File: src/rtl/axi_port_router.sv
// Address-decoding demultiplexer from one AXI4 slave port to NoMstPorts master ports.
// Unmapped addresses are answered with DECERR by a built-in error slave.
module axi_port_router #(
    parameter int unsigned NoMstPorts = 2,
    parameter int unsigned NoRules    = 2,
    parameter int unsigned AddrWidth  = 32,
    parameter int unsigned DataWidth  = 32,
    parameter int unsigned IdWidth    = 4,
    parameter int unsigned MaxTrans   = 4,
    localparam int unsigned IdxW      = (NoMstPorts > 1) ? $clog2(NoMstPorts) : 1,
    localparam int unsigned RuleW     = IdxW + 2 * AddrWidth,
    localparam int unsigned StrbW     = DataWidth / 8
) (
    input  logic                             clk_i,
    input  logic                             rst_ni,
    input  logic [NoRules*RuleW-1:0]         addr_map_i,
    input  logic                             en_default_i,
    input  logic [IdxW-1:0]                  default_idx_i,
    // slave side
    input  logic                             slv_aw_valid_i,
    output logic                             slv_aw_ready_o,
    input  logic [IdWidth-1:0]               slv_aw_id_i,
    input  logic [AddrWidth-1:0]             slv_aw_addr_i,
    input  logic [7:0]                       slv_aw_len_i,
    input  logic                             slv_w_valid_i,
    output logic                             slv_w_ready_o,
    input  logic [DataWidth-1:0]             slv_w_data_i,
    input  logic [StrbW-1:0]                 slv_w_strb_i,
    input  logic                             slv_w_last_i,
    output logic                             slv_b_valid_o,
    input  logic                             slv_b_ready_i,
    output logic [IdWidth-1:0]               slv_b_id_o,
    output logic [1:0]                       slv_b_resp_o,
    input  logic                             slv_ar_valid_i,
    output logic                             slv_ar_ready_o,
    input  logic [IdWidth-1:0]               slv_ar_id_i,
    input  logic [AddrWidth-1:0]             slv_ar_addr_i,
    input  logic [7:0]                       slv_ar_len_i,
    output logic                             slv_r_valid_o,
    input  logic                             slv_r_ready_i,
    output logic [IdWidth-1:0]               slv_r_id_o,
    output logic [DataWidth-1:0]             slv_r_data_o,
    output logic [1:0]                       slv_r_resp_o,
    output logic                             slv_r_last_o,
    // master side
    output logic [NoMstPorts-1:0]            mst_aw_valid_o,
    input  logic [NoMstPorts-1:0]            mst_aw_ready_i,
    output logic [IdWidth-1:0]               mst_aw_id_o,
    output logic [AddrWidth-1:0]             mst_aw_addr_o,
    output logic [7:0]                       mst_aw_len_o,
    output logic [NoMstPorts-1:0]            mst_w_valid_o,
    input  logic [NoMstPorts-1:0]            mst_w_ready_i,
    output logic [DataWidth-1:0]             mst_w_data_o,
    output logic [StrbW-1:0]                 mst_w_strb_o,
    output logic                             mst_w_last_o,
    input  logic [NoMstPorts-1:0]            mst_b_valid_i,
    output logic [NoMstPorts-1:0]            mst_b_ready_o,
    input  logic [NoMstPorts*IdWidth-1:0]    mst_b_id_i,
    input  logic [NoMstPorts*2-1:0]          mst_b_resp_i,
    output logic [NoMstPorts-1:0]            mst_ar_valid_o,
    input  logic [NoMstPorts-1:0]            mst_ar_ready_i,
    output logic [IdWidth-1:0]               mst_ar_id_o,
    output logic [AddrWidth-1:0]             mst_ar_addr_o,
    output logic [7:0]                       mst_ar_len_o,
    input  logic [NoMstPorts-1:0]            mst_r_valid_i,
    output logic [NoMstPorts-1:0]            mst_r_ready_o,
    input  logic [NoMstPorts*IdWidth-1:0]    mst_r_id_i,
    input  logic [NoMstPorts*DataWidth-1:0]  mst_r_data_i,
    input  logic [NoMstPorts*2-1:0]          mst_r_resp_i,
    input  logic [NoMstPorts-1:0]            mst_r_last_i
);
    localparam int unsigned CntW = $clog2(MaxTrans + 1);

    typedef struct packed {
        logic            err;
        logic [IdxW-1:0] idx;
    } tgt_t;

    typedef enum logic [1:0] {EW_IDLE, EW_DATA, EW_RESP} err_wr_e;
    typedef enum logic       {ER_IDLE, ER_RESP}          err_rd_e;

    // Later rules override earlier ones; rules naming a nonexistent port never match.
    function automatic tgt_t decode(input logic [AddrWidth-1:0]     addr,
                                    input logic [NoRules*RuleW-1:0] map,
                                    input logic                     en_def,
                                    input logic [IdxW-1:0]          def_idx);
        tgt_t                 t;
        logic [RuleW-1:0]     rule;
        logic [IdxW-1:0]      idx;
        logic [AddrWidth-1:0] start_addr, end_addr;
        t.err = !en_def;
        t.idx = en_def ? def_idx : '0;
        for (int r = 0; r < int'(NoRules); r++) begin
            rule       = map[r*RuleW +: RuleW];
            end_addr   = rule[AddrWidth-1:0];
            start_addr = rule[2*AddrWidth-1:AddrWidth];
            idx        = rule[RuleW-1 -: IdxW];
            if (addr >= start_addr && addr < end_addr && 32'(idx) < NoMstPorts) begin
                t.err = 1'b0;
                t.idx = idx;
            end
        end
        return t;
    endfunction

    tgt_t            aw_tgt, ar_tgt, wr_lock, rd_lock;
    logic [CntW-1:0] wr_cnt, w_cnt, rd_cnt;
    logic            aw_stall, ar_stall, aw_hs, ar_hs, w_last_hs, b_hs, r_hs, r_last_hs;
    err_wr_e         ew_q, ew_d;
    err_rd_e         er_q, er_d;
    logic [IdWidth-1:0] ew_id_q, er_id_q;
    logic [7:0]      er_len_q, er_beat_q;

    assign mst_aw_id_o   = slv_aw_id_i;
    assign mst_aw_addr_o = slv_aw_addr_i;
    assign mst_aw_len_o  = slv_aw_len_i;
    assign mst_w_data_o  = slv_w_data_i;
    assign mst_w_strb_o  = slv_w_strb_i;
    assign mst_w_last_o  = slv_w_last_i;
    assign mst_ar_id_o   = slv_ar_id_i;
    assign mst_ar_addr_o = slv_ar_addr_i;
    assign mst_ar_len_o  = slv_ar_len_i;

    // Write side: AW, W and B routing.
    always_comb begin
        // NOTE: every output of this block gets a default first, so no path can infer a latch.
        mst_aw_valid_o = '0;
        slv_aw_ready_o = 1'b0;
        mst_w_valid_o  = '0;
        slv_w_ready_o  = 1'b0;
        mst_b_ready_o  = '0;
        slv_b_valid_o  = 1'b0;
        slv_b_id_o     = '0;
        slv_b_resp_o   = 2'b00;
        aw_tgt   = decode(slv_aw_addr_i, addr_map_i, en_default_i, default_idx_i);
        aw_stall = (wr_cnt == CntW'(MaxTrans)) || (wr_cnt != '0 && aw_tgt != wr_lock);
        if (rst_ni && !aw_stall) begin
            if (aw_tgt.err) begin
                slv_aw_ready_o = (ew_q == EW_IDLE);
            end else begin
                slv_aw_ready_o = mst_aw_ready_i[aw_tgt.idx];
                mst_aw_valid_o[aw_tgt.idx] = slv_aw_valid_i;
            end
        end
        if (rst_ni && w_cnt != '0) begin
            if (wr_lock.err) begin
                slv_w_ready_o = (ew_q == EW_DATA);
            end else begin
                slv_w_ready_o = mst_w_ready_i[wr_lock.idx];
                mst_w_valid_o[wr_lock.idx] = slv_w_valid_i;
            end
        end
        if (rst_ni && wr_cnt != '0) begin
            if (wr_lock.err) begin
                slv_b_valid_o = (ew_q == EW_RESP);
                slv_b_id_o    = ew_id_q;
                slv_b_resp_o  = 2'b11;
            end else begin
                slv_b_valid_o = mst_b_valid_i[wr_lock.idx];
                slv_b_id_o    = mst_b_id_i[wr_lock.idx*IdWidth +: IdWidth];
                slv_b_resp_o  = mst_b_resp_i[wr_lock.idx*2 +: 2];
                mst_b_ready_o[wr_lock.idx] = slv_b_ready_i;
            end
        end
        aw_hs     = slv_aw_valid_i && slv_aw_ready_o;
        w_last_hs = slv_w_valid_i && slv_w_ready_o && slv_w_last_i;
        b_hs      = slv_b_valid_o && slv_b_ready_i;
        ew_d = ew_q;
        case (ew_q)
            EW_IDLE: if (aw_hs && aw_tgt.err)     ew_d = EW_DATA;
            EW_DATA: if (w_last_hs && wr_lock.err) ew_d = EW_RESP;
            EW_RESP: if (b_hs)                     ew_d = EW_IDLE;
            default:                               ew_d = EW_IDLE;
        endcase
    end

    // Read side: AR and R routing.
    always_comb begin
        mst_ar_valid_o = '0;
        slv_ar_ready_o = 1'b0;
        mst_r_ready_o  = '0;
        slv_r_valid_o  = 1'b0;
        slv_r_id_o     = '0;
        slv_r_data_o   = '0;
        slv_r_resp_o   = 2'b00;
        slv_r_last_o   = 1'b0;
        ar_tgt   = decode(slv_ar_addr_i, addr_map_i, en_default_i, default_idx_i);
        ar_stall = (rd_cnt == CntW'(MaxTrans)) || (rd_cnt != '0 && ar_tgt != rd_lock);
        if (rst_ni && !ar_stall) begin
            if (ar_tgt.err) begin
                slv_ar_ready_o = (er_q == ER_IDLE);
            end else begin
                slv_ar_ready_o = mst_ar_ready_i[ar_tgt.idx];
                mst_ar_valid_o[ar_tgt.idx] = slv_ar_valid_i;
            end
        end
        if (rst_ni && rd_cnt != '0) begin
            if (rd_lock.err) begin
                slv_r_valid_o = (er_q == ER_RESP);
                slv_r_id_o    = er_id_q;
                slv_r_resp_o  = 2'b11;
                slv_r_last_o  = (er_beat_q == er_len_q);
            end else begin
                slv_r_valid_o = mst_r_valid_i[rd_lock.idx];
                slv_r_id_o    = mst_r_id_i[rd_lock.idx*IdWidth +: IdWidth];
                slv_r_data_o  = mst_r_data_i[rd_lock.idx*DataWidth +: DataWidth];
                slv_r_resp_o  = mst_r_resp_i[rd_lock.idx*2 +: 2];
                slv_r_last_o  = mst_r_last_i[rd_lock.idx];
                mst_r_ready_o[rd_lock.idx] = slv_r_ready_i;
            end
        end
        ar_hs     = slv_ar_valid_i && slv_ar_ready_o;
        r_hs      = slv_r_valid_o && slv_r_ready_i;
        r_last_hs = r_hs && slv_r_last_o;
        er_d = er_q;
        case (er_q)
            ER_IDLE: if (ar_hs && ar_tgt.err)                 er_d = ER_RESP;
            ER_RESP: if (r_last_hs && rd_lock.err)            er_d = ER_IDLE;
            default:                                          er_d = ER_IDLE;
        endcase
    end

    always_ff @(posedge clk_i) begin
        // NOTE: state registers use non-blocking assignments so every flop samples pre-edge values.
        if (!rst_ni) begin
            wr_cnt    <= '0;
            w_cnt     <= '0;
            rd_cnt    <= '0;
            wr_lock   <= '0;
            rd_lock   <= '0;
            ew_q      <= EW_IDLE;
            er_q      <= ER_IDLE;
            ew_id_q   <= '0;
            er_id_q   <= '0;
            er_len_q  <= '0;
            er_beat_q <= '0;
        end else begin
            // A simultaneous accept and retire leaves the count, and thus the lock, unchanged.
            wr_cnt <= wr_cnt + CntW'(aw_hs) - CntW'(b_hs);
            w_cnt  <= w_cnt + CntW'(aw_hs) - CntW'(w_last_hs);
            rd_cnt <= rd_cnt + CntW'(ar_hs) - CntW'(r_last_hs);
            if (aw_hs) wr_lock <= aw_tgt;
            if (ar_hs) rd_lock <= ar_tgt;
            ew_q <= ew_d;
            er_q <= er_d;
            if (aw_hs && aw_tgt.err) ew_id_q <= slv_aw_id_i;
            if (ar_hs && ar_tgt.err) begin
                er_id_q   <= slv_ar_id_i;
                er_len_q  <= slv_ar_len_i;
                er_beat_q <= '0;
            end else if (er_q == ER_RESP && r_hs) begin
                er_beat_q <= er_beat_q + 8'd1;
            end
        end
    end

endmodule

File: config.mk
export PLATFORM = sky130hd
export DESIGN_NAME = axi_port_router
export DESIGN_NICKNAME = d
export VERILOG_FILES = /design/src/rtl/axi_port_router.sv
export SDC_FILE = /design/constraint.sdc
export NUM_CORES = 1
export LEC_CHECK = 0
export ABC_CLOCK_PERIOD_IN_PS = 12350
export BUFFER_PORTS_ARGS = -buffer_cell sky130_fd_sc_hd__buf_2
export CORE_AREA = 10 10 206 208
export DETAILED_ROUTE_END_ITERATION = 8
export DIE_AREA = 0 0 216 218
export PLACE_DENSITY_LB_ADDON = 0.25
export SLEW_MARGIN = 30
export SYNTH_ARGS = -nofsm -noshare
export SYNTH_HDL_FRONTEND = slang
export SYNTH_SLANG_ARGS = --single-unit
File: constraint.sdc
create_clock -name clk_i -period 12.35 [get_ports clk_i]
set_clock_uncertainty 0.1 [all_clocks]
set_input_delay 0.6175 -clock clk_i [delete_from_list [all_inputs] [get_ports clk_i]]
set_output_delay 0.6175 -clock clk_i [all_outputs]
set_load 0.005 [all_outputs]
# --- Word-level counts from Yosys, hierarchy flattened ---
# Index checks and enable logic that the tools add are counted.
totals:
  input_bits: 364
  regBits: 40
  elab_cells: 160
  out_inout_bits: 185
classes:
  bitwise: 7
  n_shift: 5
  n_eq_ne: 10
  magnitude_cmp: 16
  reduce_logical: 38
  addsub: 7
  n_mux: 64
ops:
  columns: ["op", "count"]
  rows:
  - ["32-bit greater-or-equal comparator", 4]
  - ["32-bit less-than comparator", 4]
  - ["32-bit 2-to-1 mux", 2]
  - ["64-bit by 7-bit indexed part select with 32-bit output", 1]
  - ["2-bit 2-to-1 mux", 21]
  - ["1-bit 2-to-1 mux", 31]
  - ["1-bit logical AND", 27]
  - ["4-bit 2-to-1 mux", 4]
  - ["8-bit by 4-bit indexed part select with 4-bit output", 2]
  - ["2-bit bitwise AND", 5]
  - ["3-bit by 1-bit adder with 3-bit output", 3]
  - ["3-bit nonzero test", 3]
  - ["3-bit by 1-bit subtractor with 3-bit output", 3]
  - ["8-bit by 1-bit adder with 8-bit output, second input constant", 1]
  - ["8-bit equality test", 1]
  - ["1-bit by 2-bit less-than comparator with 1-bit output, second input constant", 4]
  - ["4-bit by 3-bit indexed part select with 2-bit output", 2]
  - ["3-bit equality test, second input constant", 2]
  - ["2-bit case mux with 3 select lines", 1]
  - ["1-bit demux with 1-bit select", 4]
  - ["1-bit greater-or-equal comparator, second input constant", 4]
  - ["2-bit by 1-bit inequality test with 1-bit output, second input constant", 2]
  - ["2-bit inequality test", 2]
  - ["1-bit zero test", 3]
  - ["other kinds (9)", 11]

# --- Depth between registers and ports, before layout ---
# Gate-level depths: netlist of run 1.
logic_depth:
  word_depth: 14
  ltp_mapped: 20
  mapped_depth_nobuf: 19

# --- Least setup slack after synthesis of run 1 ---
# Ideal clock, no wire load.
synth_timing:
  path_kind: "input port to flip-flop"
  startpoint: "input addr_map_i[7]"
  endpoint: "register rd_cnt[2]"
  required_time_ns: 12.120
  n_path_buf: 0
  t_arrival_ns: 4.538
  stages: 19
  path_slack_ns: 7.581
  cell_sequence: "inv_1 ha_1 a21oi_1 o21ai_0 a221oi_1 a21oi_1 or4_4 or3b_4 a31oi_4 mux2_4 nor4b_2 inv_1 ha_1 inv_1 ha_1 inv_1 fa_1 xnor2_1 nor2_1"
synth_via:
  elab_chain_len: 13
synth_rtl:
  columns: ["item", "line", "source"]
  rows:
  - ["start, declared", "16", "input logic [NoRules*RuleW-1:0] addr_map_i,"]
  - ["32-bit less-than comparator *", "98", "if (addr >= start_addr && addr < end_addr && 32'(idx) < NoMstPorts) begin"]
  - ["1-bit logical AND *", "98", null]
  - ["2-bit 2-to-1 mux * (2 in a row)", "98", null]
  - ["2-bit inequality test", "188", "ar_stall = (rd_cnt == CntW'(MaxTrans)) || (rd_cnt != '0 && ar_tgt != rd_lock);"]
  - ["1-bit logical AND", "188", null]
  - ["1-bit logical OR", "188", null]
  - ["1-bit zero test", "189", "if (rst_ni && !ar_stall) begin"]
  - ["1-bit logical AND", "189", null]
  - ["1-bit 2-to-1 mux *", "189", null]
  - ["1-bit logical AND *", "212", "ar_hs = slv_ar_valid_i && slv_ar_ready_o;"]
  - ["3-bit by 1-bit adder with 3-bit output *", "241", "rd_cnt <= rd_cnt + CntW'(ar_hs) - CntW'(r_last_hs);"]
  - ["3-bit by 1-bit subtractor with 3-bit output *", "241", null]
  - ["end signal, assigned", "241", null]
  - ["end, declared", "107", "logic [CntW-1:0] wr_cnt, w_cnt, rd_cnt;"]
# Mark *: on every way between the ends. The rest lies on a longest branch, timed or not. The select of a mux whose other input is x is not followed.
# A chain may end at the register's enable or synchronous reset.

# --- Final worst setup path of run 1 ---
layout_timing:
  startpoint: "input slv_ar_addr_i[14]"
  endpoint: "output mst_ar_valid_o[1]"
layout_via:
  elab_chain_len: 11
layout_rtl:
  columns: ["item", "line", "source"]
  rows:
  - ["start, declared", "37", "input logic [AddrWidth-1:0] slv_ar_addr_i,"]
  - ["32-bit greater-or-equal comparator / 32-bit less-than comparator (equally long branches)", "98", null]
  - ["1-bit logical AND", "98", null]
  - ["2-bit 2-to-1 mux", "98", null]
  - ["2-bit 2-to-1 mux *", "98", null]
  - ["1-bit by 2-bit less-than comparator with 1-bit output (implied by the code) / 1-bit greater-or-equal comparator (equally long branches)", "194", "mst_ar_valid_o[ar_tgt.idx] = slv_ar_valid_i;"]
  - ["1-bit logical AND (implied by the code)", "194", null]
  - ["1-bit 2-to-1 mux (implied by the code)", "194", null]
  - ["1-bit demux with 1-bit select", "194", null]
  - ["2-bit bitwise AND (no line)", null, null]
  - ["2-bit 2-to-1 mux", "190", "if (ar_tgt.err) begin"]
  - ["2-bit 2-to-1 mux *", "189", null]
  - ["end, declared", "60", "output logic [NoMstPorts-1:0] mst_ar_valid_o,"]
# Mark *: on every way between the ends. The rest lies on a longest branch, timed or not.

==> metrics.md, run 1 <==
| Metric | Value |
|---|---|
| Hold Crit Class | flip-flop to flip-flop |
| Detailed Route Iter0 Violations | 499 |
| Static leakage | 0.00660 µW |
| Site Rows | 72 |
| WP data arrival | 4.60 ns |
| RSZ-0062 raised after global routing | no |
| DRC Markers | 0 |
| Pre-CTS setup slack | 6.71 ns |
| Seq pwr share | 0.198 |
| Fin util | 0.318 |
| Crit-path most repeated cell | buf_2 |
| Crit path largest cell delay | 0.67 ns |
| Max Slew Vio Count | 0 |
| Top_reg_cell synth | dfxtp_1 |
| Clock share of power | 0.193 |
| TritonCTS Sinks | 40 |
| Syn_area_per_cell | 7.61 µm² |
| Worst Max-Slew Pin Slew | 0.943 ns |
| Avg WL per Cell | 19.4 µm |
| Required @ worst endpoint | 11.63 ns |
| Post-route ant nets | 0 |
| Crit path launch type | primary input |
| Die area | 47100 µm² |
| Slew headroom | 0.366 |
| Hold buffers post-CTS | 0 |
| Clk pin slew, worst setup/hold paths | 0.06 ns |
| Sw frac | 0.437 |
| Die height | 218 µm |
| Total GRT Usage | 0.163 |
| Dpl hpwl | 36.9 mm |
| Clock latency on the worst-skew pair | 0.29 ns |
| Worst Path Max Fanout | 14 |
| Area delta synth->final | 21.0% |
| Max Fclk | 188 MHz |
| CTS tree | yes |
| Synthesized cell area | 10100 µm² |
| Post-cts sizing count | 0 |
| Combinational power share | 0.609 |
| Sum Neg Setup Slack | 0 ns |
| Vias | 10200 |
| Distinct cell type count after synthesis | 69 |
| Post-synth EDFFs | 0 |
| GPL Wtd Cong | 0.860 |
| Post-Syn Nets | 1945 |
| Final setup vio count | 0 |
| #FFs+latches synth | 40 |
| Synth Instances | 1321 |
| YS warnings | 0 |
| Max_cap viols | 0 |
| Post-Route WL | 41.9 mm |
| VDD IR max | 0.0700 mV |
| Final critical-path share of the clock period | 0.431 |
| Iteration count of the initial detailed-routing pass | 5 |
| Largest net degree at the start of global routing | 48 |
| H-tree depth | 2 |
| Slowest cell on crit path | a221oi_1 |
| Core Footprint | 38300 µm² |
| Post-DR vias/cell | 4.73 |
| Critical-path cell list | buf_2 -> ha_1 -> a21o_1 -> a221oi_1 -> o211ai_1 -> a2111oi_4 -> o21ai_1 -> nor4bb_1 -> o31a_1 -> nand2_1 -> nor3_1 -> buf_2 |
| Nets | 2263 |
| Worst Setup Slack, final | 7.03 ns |
| Internal power | 463 µW |
| Port buffer count | 460 |
| Sequential fraction of the synthesis area | 0.0796 |
| Initial Util | 0.263 |
| Initial antenna violation count | 6 |
| Outcome | complete, no violations |
| First-pass GRT wire length | 61.0 mm |
| Worst Setup End Kind | output port |
| Minimum clock period | 5.32 ns |
| Die X | 216 µm |
| PD cells | 67.5 nW/µm² |
| Hold Fails Final Rpt | 0 |
| CTS buffer count | 5 |
| Vias in the first global route | 10500 |
| Ports | 549 |
| Setup bufs post-CTS | 0 |
| Ys async rst share | 0 |
| P_sw | 359 µW |
| Critical path class | primary input to output port |
| Layout cells sized above 1 | 0.307 |
| Overflow after GRT | 0 |
| Clk buf depth | 2 |
| CTS Root Cell | clkbuf_16 |
==> synthesized netlist by cell type, drive strengths merged (3+ instances only) <==
cell type / count / area share
a2111oi: 6 / 0.0090
a211oi: 19 / 0.014
a21boi: 3 / 0.0022
a21o: 14 / 0.010
a21oi: 128 / 0.067
a221oi: 3 / 0.0026
a31oi: 5 / 0.0046
a41oi: 5 / 0.0044
and2: 6 / 0.0037
and3: 16 / 0.010
and4: 6 / 0.0052
buf: 135 / 0.099
clkbuf: 18 / 0.0067
dfxtp: 40 / 0.080
fa: 3 / 0.0060
ha: 257 / 0.32
inv: 144 / 0.054
mux2: 3 / 0.0037
mux2i: 53 / 0.053
nand2: 88 / 0.033
nand2b: 6 / 0.0045
nand3: 21 / 0.011
nand4: 41 / 0.026
nor2: 108 / 0.040
nor2b: 13 / 0.0081
nor3: 16 / 0.0080
nor3b: 9 / 0.0067
nor4: 4 / 0.0025
o211ai: 9 / 0.0067
o21a: 9 / 0.0067
o21ai: 58 / 0.029
o31ai: 14 / 0.010
or2: 6 / 0.0037
xnor2: 10 / 0.0087
xor2: 13 / 0.011
==> metal layers <==
metal | track usage | vias up | routed length, µm | share of wire
li1 | - | 5256 | - | -
met1 | 0.205 | 4636 | 18700 | 0.45
met2 | 0.285 | 301 | 20200 | 0.48
met3 | 0.0320 | 40 | 2280 | 0.054
met4 | 0.0308 | 2 | 653 | 0.016
met5 | 0 | - | 13 | 0.00031
==> power groups by stage <==
stage,Clock [µW],Sequential [µW],Combinational (µW)
after CTS,164,163,505
after floorplan,0,153,333
after global placement,0,166,496
after global routing,169,165,565
after detailed placement,0,166,502
final,159,162,501
==> kinds of logic (layout without fill, tap and decap cells) <==
| family | Yosys count | count (layout) | share of synthesized area |
|---|---|---|---|
| adders and majority gates | 260 | 260 | 0.326 |
| and+or+nand+nor | 353 | 353 | 0.174 |
| muxes | 56 | 56 | 0.0565 |
| AOI/OAI and AO/OA | 292 | 292 | 0.185 |
| buffers and inverters | 297 | 616 | 0.159 |
| DFF | 40 | 40 | 0.0796 |
| other | 0 | 5 | 0 |
| xor gates and xnor gates | 23 | 23 | 0.0200 |
==> area by class of cell <==
| type | instances | area, µm² |
|---|---|---|
| fillers | 4238 | 26100 |
| multi-input cells | 984 | 7650 |
| repair buffers | 464 | 2330 |
| flip-flops and latches | 40 | 802 |
| well taps | 518 | 648 |
| inverters | 144 | 541 |
| clock buffers | 7 | 153 |
| clock inverters | 1 | 30.0 |
| diodes | 5 | 12.5 |
==> registers in the layout, summed over array words and instances (netlist names) <==
| name | flops |
|---|---|
| wr_cnt | 3 |
| er_beat_q | 8 |
| w_cnt | 3 |
| er_q | 1 |
| ew_q | 2 |
| ew_id_q | 4 |
| rd_lock | 2 |
| er_len_q | 8 |
| wr_lock | 2 |
| er_id_q | 4 |
| rd_cnt | 3 |
==> metrics by stage <==
step                      power, µW  cell area (µm²)  instances  hold slack [ns]
after CTS                       833            12200       2158            0.369
after global routing            899            12200       2160            0.398
after floorplan                 486            10100       1321            0.338
after global placement          661            12000       2150            0.350
final                           822            12200       2163            0.367
after detailed placement        667            12000       2150            0.360
==> path summary, 6_finish.rpt <==
check	slack, ns	cells past startpoint	start	endpoint
worst max-delay path	7.03	12	slv_ar_addr_i[14]	mst_ar_valid_o[1]
worst min-delay path	0.37	2	ew_id_q[2]	ew_id_q[2]
worst max register to register	8.98	12	rd_lock[1]	rd_cnt[2]
worst min register to register	0.37	2	ew_id_q[2]	ew_id_q[2]
==> cell usage in the layout (no fill, tap or decap), drive strengths merged, types with 21 or more instances in the layout <==
| cell type | synthesis | final |
|---|---|---|
| dfxtp | 40 | 40 |
| nand3 | 21 | 21 |
| nor2 | 108 | 108 |
| inv | 144 | 144 |
| a21oi | 128 | 128 |
| nand2 | 88 | 88 |
| nand4 | 41 | 41 |
| o21ai | 58 | 58 |
| buf | 135 | 464 |
| ha | 257 | 257 |
| mux2i | 53 | 53 |
==> worst max-delay path, delay by kind of cell <==
kind	cells	cell delay, ns
and+or+nand+nor	3	0.86
buffers and inverters	2	0.31
AOI/OAI and AO/OA	6	2.51
adders and majority gates	1	0.29
(Power assumes the default switching activity.)
==> run 2: changes to the inputs <==
Settings changed: ABC_AREA from default to 1, ABC_CLOCK_PERIOD_IN_PS 12350 to 4430.
Clock period 12.35 ns to 4.43 ns, I/O delays scaled along.
==> run 2 against run 1 <==
  * Die area stayed put
  * Combinational power is 150% higher
  * Clock-buffer cell count is 2 lower
  * Global-route usage is 0.50 points higher
  * Largest cell class unchanged
==> metrics.md, run 2 <==
| Metric | Value |
|---|---|
| Most frequent cells in the layout | buf_2, nand2_1, ha_1 |
| Initial antenna violation count | 4 (-2) |
| CTS buffer count | 5 (unchanged) |
| Crit-path most repeated cell | nand2_1 |
| Synthesized cell area | 10200 µm² (+1.2%) |
| Ports | 549 (unchanged) |
| Post-route ant nets | 0 (unchanged) |
| Vias | 10800 (+5.2%) |
| Max Fclk | 261 MHz |
| Initial Util | 0.266 (+0.00327) |
| Clock latency on the worst-skew pair | 0.28 ns (about the same) |
| Final critical-path share of the clock period | 0.864 |
| Max_cap viols | 0 (unchanged) |
| Worst Max-Slew Pin Slew | 0.631 ns (-0.312 ns) |
| YS warnings | 0 (unchanged) |
| Overall Power | 2080 µW (+150%) |
| Most common cell after layout, fill and taps aside | buf_2 |
| Hold buffers post-CTS | 0 (unchanged) |
| H-tree depth | 2 (unchanged) |
| Clk buf depth | 2 (unchanged) |
| First-pass GRT wire length | 63.2 mm (+3.7%) |
| Port buffer count | 460 (unchanged) |
| Setup bufs post-CTS | 0 (unchanged) |
| Required @ worst endpoint | 4.50 ns (-7.13 ns) |
| Static leakage | 0.00743 µW (+13%) |
| Dpl hpwl | 38.3 mm (+3.6%) |
| Post-Route WL | 42.2 mm (+0.81%) |
| CTS Root Cell | clkbuf_16 |
| Hold Crit Class | primary input to flip-flop |
| Detailed Route Iter0 Violations | 492 (-1.4%) |
| Largest registers | er_beat_q x8, er_len_q x8 |
| Area delta synth->final | 21.2% |
| Final setup vio count | 0 (unchanged) |
| Layout cells sized above 1 | 0.271 (-0.0363) |
| Die X | 216 µm (unchanged) |
| GPL Wtd Cong | 0.833 (-3.2%) |
| Post-synth EDFFs | 0 (unchanged) |
| Ys async rst share | 0 (unchanged) |
| Core Footprint | 38300 µm² (unchanged) |
| Post-Syn Nets | 2171 (+12%) |
| Post-DR vias/cell | 4.49 (-5.0%) |
| Slowest cell on crit path | fa_1 |
| Iteration count of the initial detailed-routing pass | 5 (unchanged) |
| Final hold slack | 0.167 ns (-0.200 ns) |
| Cell taking the most area after synthesis | ha_1 |
| Die height | 218 µm (unchanged) |
| Crit path largest cell delay | 0.37 ns (-0.30 ns) |
| Synth Instances | 1547 (+17%) |
| Cell area after placement | 12200 µm² (+1.5%) |
| Outcome | complete, no violations |
| Post-cts sizing count | 0 (unchanged) |
| Critical path class | primary input to flip-flop |
| Max Slew Vio Count | 0 (unchanged) |
| Overflow after GRT | 0 (unchanged) |
| Most frequent cell after synthesis | nand2_1 |
| Worst Setup End Kind | flip-flop |
| Most common library cells after synthesis | nand2_1, ha_1, inv_1 |
| Vias in the first global route | 11000 (+4.8%) |
| Share of the synthesized area in the top cell type | 0.316 (-0.00393) |
| DRC Markers | 0 (unchanged) |
| #FFs+latches synth | 40 (unchanged) |
| Sequential fraction of the synthesis area | 0.0787 (-0.000979) |
| Syn_area_per_cell | 6.58 µm² (-14%) |
| RSZ-0062 raised after global routing | no |
| Top_reg_cell synth | dfxtp_1 |
| CTS tree | yes |
| VDD IR max | 0.154 mV (+120%) |
| Sum Neg Setup Slack | 0 ns (unchanged) |
| Crit path launch type | primary input |
| Clk pin slew, worst setup/hold paths | 0.06 ns (about the same) |
| Avg WL per Cell | 17.6 µm (-9.0%) |
| Minimum clock period | 3.83 ns |
| Nets | 2501 (+11%) |
| Worst Path Max Fanout | 6 (-8) |
| Slew headroom | 0.579 (+0.213) |
| Largest cells by area after synthesis | ha_1, nand2_1, buf_4, inv_1, dfxtp_1 |
| Largest net degree at the start of global routing | 40 (-17%) |
| CP delay by family, top | simple AND/OR/NAND/NOR gates |
| WP data arrival | 3.90 ns (-0.70 ns) |
| Site Rows | 72 (unchanged) |
| Die area | 47100 µm² (unchanged) |
| # fillers | 4270 (+0.76%) |
| Distinct cell type count after synthesis | 48 (-30%) |
| Hold Fails Final Rpt | 0 (unchanged) |
| Total GRT Usage | 0.168 (+0.00497) |
| Buf/Inv on CP | 3 (+1) |
| Fin area | 12300 µm² (+1.3%) |
| PD cells | 169 nW/µm² (+150%) |
| TritonCTS Sinks | 40 (unchanged) |
## run 2: kinds of logic (layout without fill, tap and decap cells)
logic type,count (synthesis),in the layout,share of synthesized area
flip-flops,40,40,0.0787
XOR/XNOR,19,19,0.0163
multiplexers,1,1,0.000983
buffers and inverters,398,729,0.195
AO/OA/AOI/OAI,225,225,0.127
other,0,1,0
AND/OR/NAND/NOR,604,604,0.260
adder cells (fa/ha/maj),260,260,0.322
## run 2: through the flow
| step | std cells | worst slack [ns] | util |
|---|---|---|---|
| after floorplan | 1547 | 1.17 | - |
| after global placement | 2388 | 0.424 | 0.318 |
| after detailed placement | 2388 | 0.296 | 0.318 |
| after CTS | 2396 | 0.580 | 0.322 |
| after global routing | 2397 | 0.221 | 0.322 |
| final | 2397 | 0.600 | 0.322 |
## run 2: path summary, 6_finish.rpt
kind	startpoint	end	slack (ns)	cells after the start
setup reg to reg	rd_lock[1]	rd_cnt[2]	1.31	12
hold reg to reg	er_q	er_q	0.37	2
hold / removal	slv_ar_id_i[3]	er_id_q[3]	0.17	5
setup / recovery	slv_aw_addr_i[31]	wr_cnt[2]	0.60	25
## run 2: layout make-up
| cell class | count | area [µm²] | area share |
|---|---|---|---|
| clock buffer | 5 | 125 | 0.0101 |
| tap | 518 | 648 | 0.0525 |
| multi-input combinational | 1109 | 7400 | 0.600 |
| sequential | 40 | 801 | 0.0649 |
| timing repair buffer | 468 | 2360 | 0.192 |
| antenna | 1 | 2.50 | 0.000203 |
| clock inverter | 3 | 47.5 | 0.00385 |
| inverter | 253 | 950 | 0.0770 |
## run 2: worst reg2reg max path, delay by kind of cell, from the launching register on
family                   cells  cell delay [ns]
AO/OA/AOI/OAI                3             0.79
XOR/XNOR                     1             0.16
adder cells (fa/ha/maj)      3             0.78
buffers and inverters        3             0.36
flip-flops                   1             0.57
AND/OR/NAND/NOR              2             0.22
## run 2: power breakdown
group / leakage, µW / switching, µW / internal, µW
registers: 0.000324 / 21.1 / 386
clock network: 0.0000840 / 150 / 268
logic: 0.00702 / 749 / 506
total: 0.00743 / 920 / 1160
## run 2: per-layer routing
metal | wire (µm) | global-route usage
met5 | 34 | 0
met4 | 755 | 0.0347
met3 | 1940 | 0.0279
met2 | 20800 | 0.301
met1 | 18700 | 0.207
==> run 3: changes to the inputs <==
Settings changed: CORE_AREA 10 10 206 208 to 2 2 216 218, DIE_AREA 0 0 216 218 to 0 0 218 220.
==> run 3 against run 2 <==
  * Worst hold slack better by 0.0094 ns
  * Clock power is 3% lower
  * Sequential cell count stayed put
  * Setup slack worse by 0.11 ns
  * Largest cell class unchanged
  * Largest power group unchanged
  * Sequential power about the same
  * Utilization shrank 5.1 points
  * Design area is 0.90% higher
  * First-iteration DRC count down 11%
  * Total power fell by 0.47%
  * Clock-buffer cell count stayed put
==> metrics.md, run 3 (synthesis results as in run 2) <==
| Metric | Value |
|---|---|
| Outcome | complete, no violations |
| Port buffer count | 460 (unchanged) |
| Static leakage | 0.00743 µW (about the same) |
| CTS buffer count | 5 (unchanged) |
| Final setup vio count | 0 (unchanged) |
| Vias in the first global route | 10400 (-5.3%) |
| First-pass GRT wire length | 59.2 mm (-6.3%) |
| CTS tree | yes |
| Post-cts sizing count | 0 (unchanged) |
| Multi-input logic area | 7400 µm² (unchanged) |
| Worst hold start | slv_ar_id_i[1] |
| Clk buf depth | 2 (unchanged) |
| Setup bufs post-CTS | 0 (unchanged) |
| # fillers | 5287 (+24%) |
| TritonCTS Sinks | 40 (unchanged) |
| Nets | 2501 (unchanged) |
| Required @ worst endpoint | 4.49 ns (about the same) |
| Hold Crit Class | primary input to flip-flop |
| Sum Neg Setup Slack | 0 ns (unchanged) |
| CTS Root Cell | clkbuf_16 |
| Final hold slack | 0.176 ns (+0.00938 ns) |
| Placed insts | 2477 (+3.7%) |
| Initial Util | 0.222 (-0.0439) |
| Avg WL per Cell | 16.3 µm (-7.7%) |
| Site Rows | 79 (+9.7%) |
| Setup slack, reg-to-reg | 1.32 ns (about the same) |
| RSZ-0062 raised after global routing | no |
| Hold Fails Final Rpt | 0 (unchanged) |
| Post-Route WL | 40.5 mm (-4.2%) |
| Worst Max-Slew Pin Slew | 0.606 ns (-0.0245 ns) |
| Most common cell after layout, fill and taps aside | buf_2 |
| Max Slew Vio Count | 0 (unchanged) |
| Vias | 10900 (+0.99%) |
| Worst Path Max Fanout | 6 (unchanged) |
| Layout cells sized above 1 | 0.271 (unchanged) |
| Total GRT Usage | 0.159 (-0.00956) |
| Most frequent cells in the layout | buf_2, nand2_1, ha_1 |
| Max Fclk | 254 MHz (-2.8%) |
| R2R Path Start | rd_lock[1] |
| Minimum clock period | 3.94 ns (+0.110 ns) |
| Clk pin slew, worst setup/hold paths | 0.06 ns (about the same) |
| Register area | 801 µm² (unchanged) |
| Initial antenna violation count | 6 (+2) |
| Iteration count of the initial detailed-routing pass | 5 (unchanged) |
| Critical path class | primary input to flip-flop |
| Hold buffers post-CTS | 0 (unchanged) |
| Post-DR vias/cell | 4.37 (-2.7%) |
| Largest net degree at the start of global routing | 40 (unchanged) |
| Fin util | 0.271 (-0.0508) |
| Die area | 48000 µm² (+1.9%) |
| Overflow after GRT | 0 (unchanged) |
| GPL Wtd Cong | 0.880 (+5.7%) |
| VDD IR max | 0.186 mV (+21%) |
| Worst Setup End Kind | flip-flop |
| H-tree depth | 2 (unchanged) |
| Die X | 218 µm (+0.93%) |
| Ports | 549 (unchanged) |
| Post-route ant nets | 0 (unchanged) |
| Core Footprint | 45900 µm² (+20%) |
| Die height | 220 µm (+0.92%) |
| Worst setup path startpoint | slv_aw_addr_i[31] |
| Crit path launch type | primary input |
| Clock latency on the worst-skew pair | 0.28 ns (about the same) |
| WP data arrival | 4.00 ns (+0.10 ns) |
| Dpl hpwl | 36.4 mm (-4.8%) |
| DRC Markers | 0 (unchanged) |
| Largest registers | er_beat_q x8, er_len_q x8 |
| Area delta synth->final | 22.3% |
| Final std cells w/o fill | 2488 (+3.8%) |
| PD cells | 166 nW/µm² (-1.4%) |
| Detailed Route Iter0 Violations | 439 (-11%) |
| Final critical-path share of the clock period | 0.889 (+0.0248) |
| Max_cap viols | 0 (unchanged) |
| Slew headroom | 0.595 (+0.0163) |
## run 3: where the power goes
group	total, µW	switching, µW	internal, µW
Clock	405	140	264
Combinational	1260	752	505
Sequential	408	21.6	386
## run 3: final timing paths
kind	to	cells past startpoint
max	wr_cnt[2]	22
min	er_id_q[1]	5
max reg2reg	rd_cnt[2]	16
min reg2reg	er_q	2
## run 3: final cells by class
| cell class | count | area share |
|---|---|---|
| timing repair buffer | 468 | 0.190 |
| multi-input combinational | 1109 | 0.594 |
| tap | 607 | 0.0610 |
| sequential | 40 | 0.0643 |
| clock inverter | 3 | 0.00342 |
| inverter | 253 | 0.0763 |
| antenna | 3 | 0.000603 |
| clock buffer | 5 | 0.0101 |
## run 3: per-layer routing
layer	routed length [µm]	vias up	global-route usage
li1	-	5618	-
met1	19200	4952	0.219
met2	19400	277	0.277
met3	1430	30	0.00883
met4	447	2	0.0209
met5	13	-	0
## run 3: worst max-delay path, cell delays in order
cell     delay, ns
buf_2         0.17
ha_1          0.31
nand2_1       0.07
nor2_1        0.14
nor3b_1       0.49
and3_1        0.32
nand2_1       0.09
nand3_1       0.12
nand3_2       0.21
inv_2         0.19
nand3_1       0.11
nand2_1       0.14
nand3_1       0.16
nor2_4        0.20
nand2_1       0.08
nand2_1       0.06
ha_1          0.13
inv_1         0.05
fa_1          0.37
xor2_1        0.16
o21ai_0       0.15
a21oi_1       0.05
## run 3: through the flow
step	cell area (µm²)	setup slack [ns]	total power [µW]
final	12400	0.491	2070
after global routing	12400	0.0497	2300
after CTS	12400	0.413	2100
after detailed placement	12300	0.146	1680
after global placement	12300	0.178	1670
after floorplan	10200	1.17	1230
